==> src/rtl/cpu_pkg.sv <==
// Shared lane geometry for the 3x16-bit ALU datapath and its store path.
// Also carries the store-unit state encoding.
package cpu_pkg;

  localparam int LANE_W    = 16;
  localparam int NUM_LANES = 3;
  localparam int VEC_W     = LANE_W * NUM_LANES;

  localparam int LANE_C = 0;
  localparam int LANE_B = 1;
  localparam int LANE_A = 2;

  typedef enum logic [1:0] {
    IDLE,
    WA,
    WB,
    WC
  } vst_state_t;

  function automatic logic [LANE_W-1:0] lane_sel(
    input logic [VEC_W-1:0] v,
    input int               idx
  );
    return v[idx*LANE_W +: LANE_W];
  endfunction

endpackage

==> src/rtl/vec_store_unit.sv <==
// Serialises a 48-bit store into one or three 16-bit acked memory writes.
// Vector stores write lanes A, B, C at base, base+1, base+2; scalar writes C.
module vec_store_unit
  import cpu_pkg::*;
#(
  parameter int ADDR_W = 16
) (
  input  logic              clk,
  input  logic              rst,
  input  logic              req_valid,
  output logic              req_ready,
  input  logic              req_vec,
  input  logic [ADDR_W-1:0] req_addr,
  input  logic [VEC_W-1:0]  req_data,
  output logic              mem_we,
  output logic [ADDR_W-1:0] mem_addr,
  output logic [LANE_W-1:0] mem_wdata,
  input  logic              mem_ack,
  output logic              stall,
  output logic              done
);

  vst_state_t state, state_d;

  logic [ADDR_W-1:0]   addr_d;
  logic [LANE_W-1:0]   wdata_d;
  logic [2*LANE_W-1:0] rest, rest_d;
  logic                done_d;
  logic [VEC_W-1:0]    rest_ext;

  // Lane A goes out on accept, so only lanes B and C need holding.
  assign rest_ext  = {{LANE_W{1'b0}}, rest};

  assign req_ready = (state == IDLE);
  assign stall     = ~req_ready;
  assign mem_we    = (state != IDLE);

  always_ff @(posedge clk) begin
    if (rst) begin
      state     <= IDLE;
      mem_addr  <= '0;
      mem_wdata <= '0;
      rest      <= '0;
      done      <= 1'b0;
    end else begin
      state     <= state_d;
      mem_addr  <= addr_d;
      mem_wdata <= wdata_d;
      rest      <= rest_d;
      done      <= done_d;
    end
  end

  always_comb begin
    state_d = state;
    addr_d  = mem_addr;
    wdata_d = mem_wdata;
    rest_d  = rest;
    done_d  = 1'b0;
    unique case (state)
      IDLE: begin
        addr_d  = '0;
        wdata_d = '0;
        if (req_valid) begin
          rest_d = req_data[2*LANE_W-1:0];
          addr_d = req_addr;
          if (req_vec) begin
            state_d = WA;
            wdata_d = lane_sel(req_data, LANE_A);
          end else begin
            state_d = WC;
            wdata_d = lane_sel(req_data, LANE_C);
          end
        end
      end
      WA: begin
        if (mem_ack) begin
          state_d = WB;
          addr_d  = mem_addr + ADDR_W'(1);
          wdata_d = lane_sel(rest_ext, LANE_B);
        end
      end
      WB: begin
        if (mem_ack) begin
          state_d = WC;
          addr_d  = mem_addr + ADDR_W'(1);
          wdata_d = lane_sel(rest_ext, LANE_C);
        end
      end
      WC: begin
        if (mem_ack) begin
          state_d = IDLE;
          addr_d  = '0;
          wdata_d = '0;
          done_d  = 1'b1;
        end
      end
      default: state_d = IDLE;
    endcase
  end

endmodule

==> config.mk <==
export PLATFORM = sky130hd
export DESIGN_NAME = vec_store_unit
export DESIGN_NICKNAME = d
export VERILOG_FILES = /design/src/rtl/cpu_pkg.sv /design/src/rtl/vec_store_unit.sv
export SDC_FILE = /design/constraint.sdc
export NUM_CORES = 1
export LEC_CHECK = 0
export BUFFER_PORTS_ARGS = -buffer_cell sky130_fd_sc_hd__buf_4
export CAP_MARGIN = 30
export CORE_MARGIN = 2
export CORE_UTILIZATION = 55
export CTS_CLUSTER_DIAMETER = 40
export DETAILED_ROUTE_END_ITERATION = 16
export GPL_TIMING_DRIVEN = 0
export PLACE_DENSITY = 0.89
export SYNTH_ARGS = -nofsm -noshare
export SYNTH_HDL_FRONTEND = slang
export SYNTH_SLANG_ARGS = --single-unit
==> constraint.sdc <==
create_clock -name clk -period 5.4 [get_ports clk]
set_clock_uncertainty 0.15 [all_clocks]
set_input_delay 1.35 -clock clk [delete_from_list [all_inputs] [get_ports clk]]
set_output_delay 1.35 -clock clk [all_outputs]
set_load 0.03 [all_outputs]
==> results.py <==
metrics = {
    "status": {
        "status": "finished, final reports clean",
    },
    "clock_tree": {
        "cts_tree": "built",
        "clkTransAtPathRegs_ns": 0.07,
        "numCtsBuffers": 9,
        "clkLatencyLatePin_ns": 0.34,
        "ctsHoldBuffers": 0,
        "numClockSinks": 67,
        "cts_root_buffer": "clkbuf_8",
        "htreeDepth": 3,
        "cts_buffer_depth": 2,
        "ctsResizeCount": 0,
        "postCtsSetupRepairBufs": 0,
    },
    "critical_path": {
        "cp.arrival_ns": 1.44,
        "start_kind": "flop",
        "critPathMaxFanout": 4,
        "worstSetupEndpointType": "primary output",
        "required_ns": 3.90,
        "critPathKind": "flop to primary output",
    },
    "hold_path": {
        "hold_path.class": "flop to flop",
    },
    "power": {
        "swShare_pct": 46.2,
        "cellLeakagePower_nw": 1.78,
        "p_clk_share_pct": 16.1,
        "switchingPower_mw": 1.05,
        "ir_worst_vdd_mv": 0.265,
        "power_density_nw_per_um2": 525,
        "seqPwrFrac_pct": 32.0,
        "pwr-share-comb_pct": 51.9,
        "p_int_mw": 1.22,
    },
    "logic_synthesis": {
        "ys_async_sr_fraction_pct": 0,
        "synthesis.nets": 505,
        "yosysWarningCount": 0,
        "synth_edf_count": 0,
        "syn_area_per_cell_um2": 7.68,
        "syn_inst": 430,
        "yosys.area.top_type_share_pct": 40.6,
        "synthFlopType": "dfxtp_1",
        "synth-seq-cells": 67,
        "synth_cell_types": 46,
        "yosys-top-cells-count": "nand2_1 (76), dfxtp_1 (67), a21oi_1 (43)",
        "synth_largest_area_cell": "dfxtp_1",
        "yosys.cell_count.top_type": "nand2_1",
        "ys_top_cells_by_area": "dfxtp_1 (41%), nand2_1 (8.6%), a21oi_1 (6.5%)",
        "seq_area_frac_synth_pct": 40.6,
        "netlist_area_um2": 3300,
    },
    "floorplan": {
        "rows": 28,
        "initial_utilization_pct": 56.5,
        "dieArea_um2": 6640,
        "die_x_um": 81.5,
        "io_pins": 105,
        "die_h_um": 81.5,
        "core_um2": 5850,
    },
    "sta": {
        "max_slew_margin_pct": 60.6,
        "tightestPinTransition_ns": 0.592,
        "slew_viol_final": 0,
        "rsz0062_at_grt": "false",
        "fin_tns_setup_ns": 0,
        "finalHoldViolCount": 0,
        "period_needed_ns": 2.94,
        "hold_ws_ns": 0.307,
        "max_freq_ghz": 0.340,
        "finalCritPeriodShare_pct": 54.5,
        "finalSetupViolations": 0,
    },
    "layout": {
        "diodes": 0,
        "drive_above_1_share_pct": 22.6,
        "area_growth_syn_to_layout_pct": 30.8,
        "fin_nets": 617,
    },
    "global_route": {
        "grt_pass1_wl_um": 15800,
        "gr-usage-all-layers_pct": 30.5,
        "grt_pass1_vias": 3422,
        "antenna_found_initial": 0,
        "grt_max_degree": 11,
        "grt_overflow": 0,
    },
    "routing": {
        "first_iter_violations": 268,
        "routedWlPerCell_um": 16.0,
        "vias": 3646,
        "routed_wl_um": 9940,
        "dr.pass1.iters": 5,
        "remaining_drc_errors": 0,
        "viasPerCell": 5.88,
        "antenna_left": 0,
    },
    "place": {
        "portBuffers": 101,
        "place_congestion": 0.888,
        "hpwl_um": 7330,
    },
    "job": {
        "max_cap_violations": 0,
    },
}
==> critical path, stage by stage, from the launching register on <==
cell and delay, ns:
dfxtp_1 0.37, inv_1 0.10, ha_1 0.27, inv_1 0.11, buf_4 0.11, buf_4 0.14
==> per-layer routing <==
metal | vias up | part of all wire [%] | global-route usage [%]
li1 | 1751 | - | -
met1 | 1654 | 40 | 37.6
met2 | 220 | 48 | 51.6
met3 | 21 | 9.5 | 6.70
met4 | 0 | 1.7 | 12.4
met5 | - | 0 | 0
==> state kept, by name (all words and copies together) (netlist names) <==
signal / count
done: 1
mem_addr: 16
mem_wdata: 16
state: 2
rest: 32
==> final cells by class <==
type | instances | area [µm²]
sequential | 67 | 1340
clock inverter | 3 | 15.0
buffer | 37 | 145
fill | 447 | 1530
inverter | 8 | 30.0
clock buffer | 11 | 151
tap | 75 | 93.8
timing repair buffer | 101 | 758
multi-input combinational | 318 | 1790
==> path summary, 6_finish.rpt <==
check	start	slack [ns]	end	cells after the start
hold / removal	rest[13]	0.31	rest[13]	2
setup / recovery	state[0]	2.46	stall	5
hold reg to reg	rest[13]	0.31	rest[13]	2
setup reg to reg	state[0]	2.93	mem_addr[6]	7
==> cell usage in the layout, fill, tap and decap left out, drive strengths merged, types with 2 or more instances in the layout <==
cell type / synthesis / final
a211oi: 3 / 3
a21oi: 43 / 43
a221oi: 2 / 2
a22oi: 17 / 17
a311oi: 2 / 2
a31oi: 6 / 6
and2: 3 / 3
and3: 5 / 5
buf: 6 / 107
clkbuf: 31 / 42
clkinv: 0 / 3
dfxtp: 67 / 67
ha: 6 / 6
inv: 8 / 8
mux2i: 19 / 19
nand2: 76 / 76
nand2b: 2 / 2
nand3: 10 / 10
nand3b: 2 / 2
nand4: 2 / 2
nor2: 42 / 42
nor3: 26 / 26
nor4: 6 / 6
o211ai: 2 / 2
o21ai: 9 / 9
o22ai: 17 / 17
o31ai: 2 / 2
or4: 2 / 2
==> logic make-up (layout without fill, tap and decap cells) <==
| kind of cell | Yosys count | count (layout) | synth area share (%) |
|---|---|---|---|
| AO/OA/AOI/OAI | 113 | 113 | 21.4 |
| adder cells (fa/ha/maj) | 6 | 6 | 2.27 |
| buffers and inverters | 45 | 160 | 5.30 |
| flip-flops | 67 | 67 | 40.6 |
| multiplexers | 19 | 19 | 5.76 |
| AND/OR/NAND/NOR | 180 | 180 | 24.7 |
==> through the flow <==
stage          instances  setup WS (ns)  utilization [%]  cell area (µm²)  power, mW
4_1_cts              620           2.46             73.9             4320       2.26
3_5_place_dp         606           2.30             71.0             4160       1.89
6_report             620           2.46             73.9             4320       2.27
3_3_place_gp         606           2.36             71.0             4160       1.85
2_1_floorplan        430           2.63                -             3300       1.51
5_1_grt              620           2.39             73.9             4320       2.42
==> power groups by stage <==
stage                     Clock (mW)  Sequential, mW  Combinational, mW
after detailed placement           0           0.733               1.16
after global placement             0           0.727               1.13
after global routing           0.389           0.739               1.29
after CTS                      0.367           0.723               1.17
final                          0.367           0.726               1.18
after floorplan                    0           0.846              0.667
(Power assumes the default switching activity.)
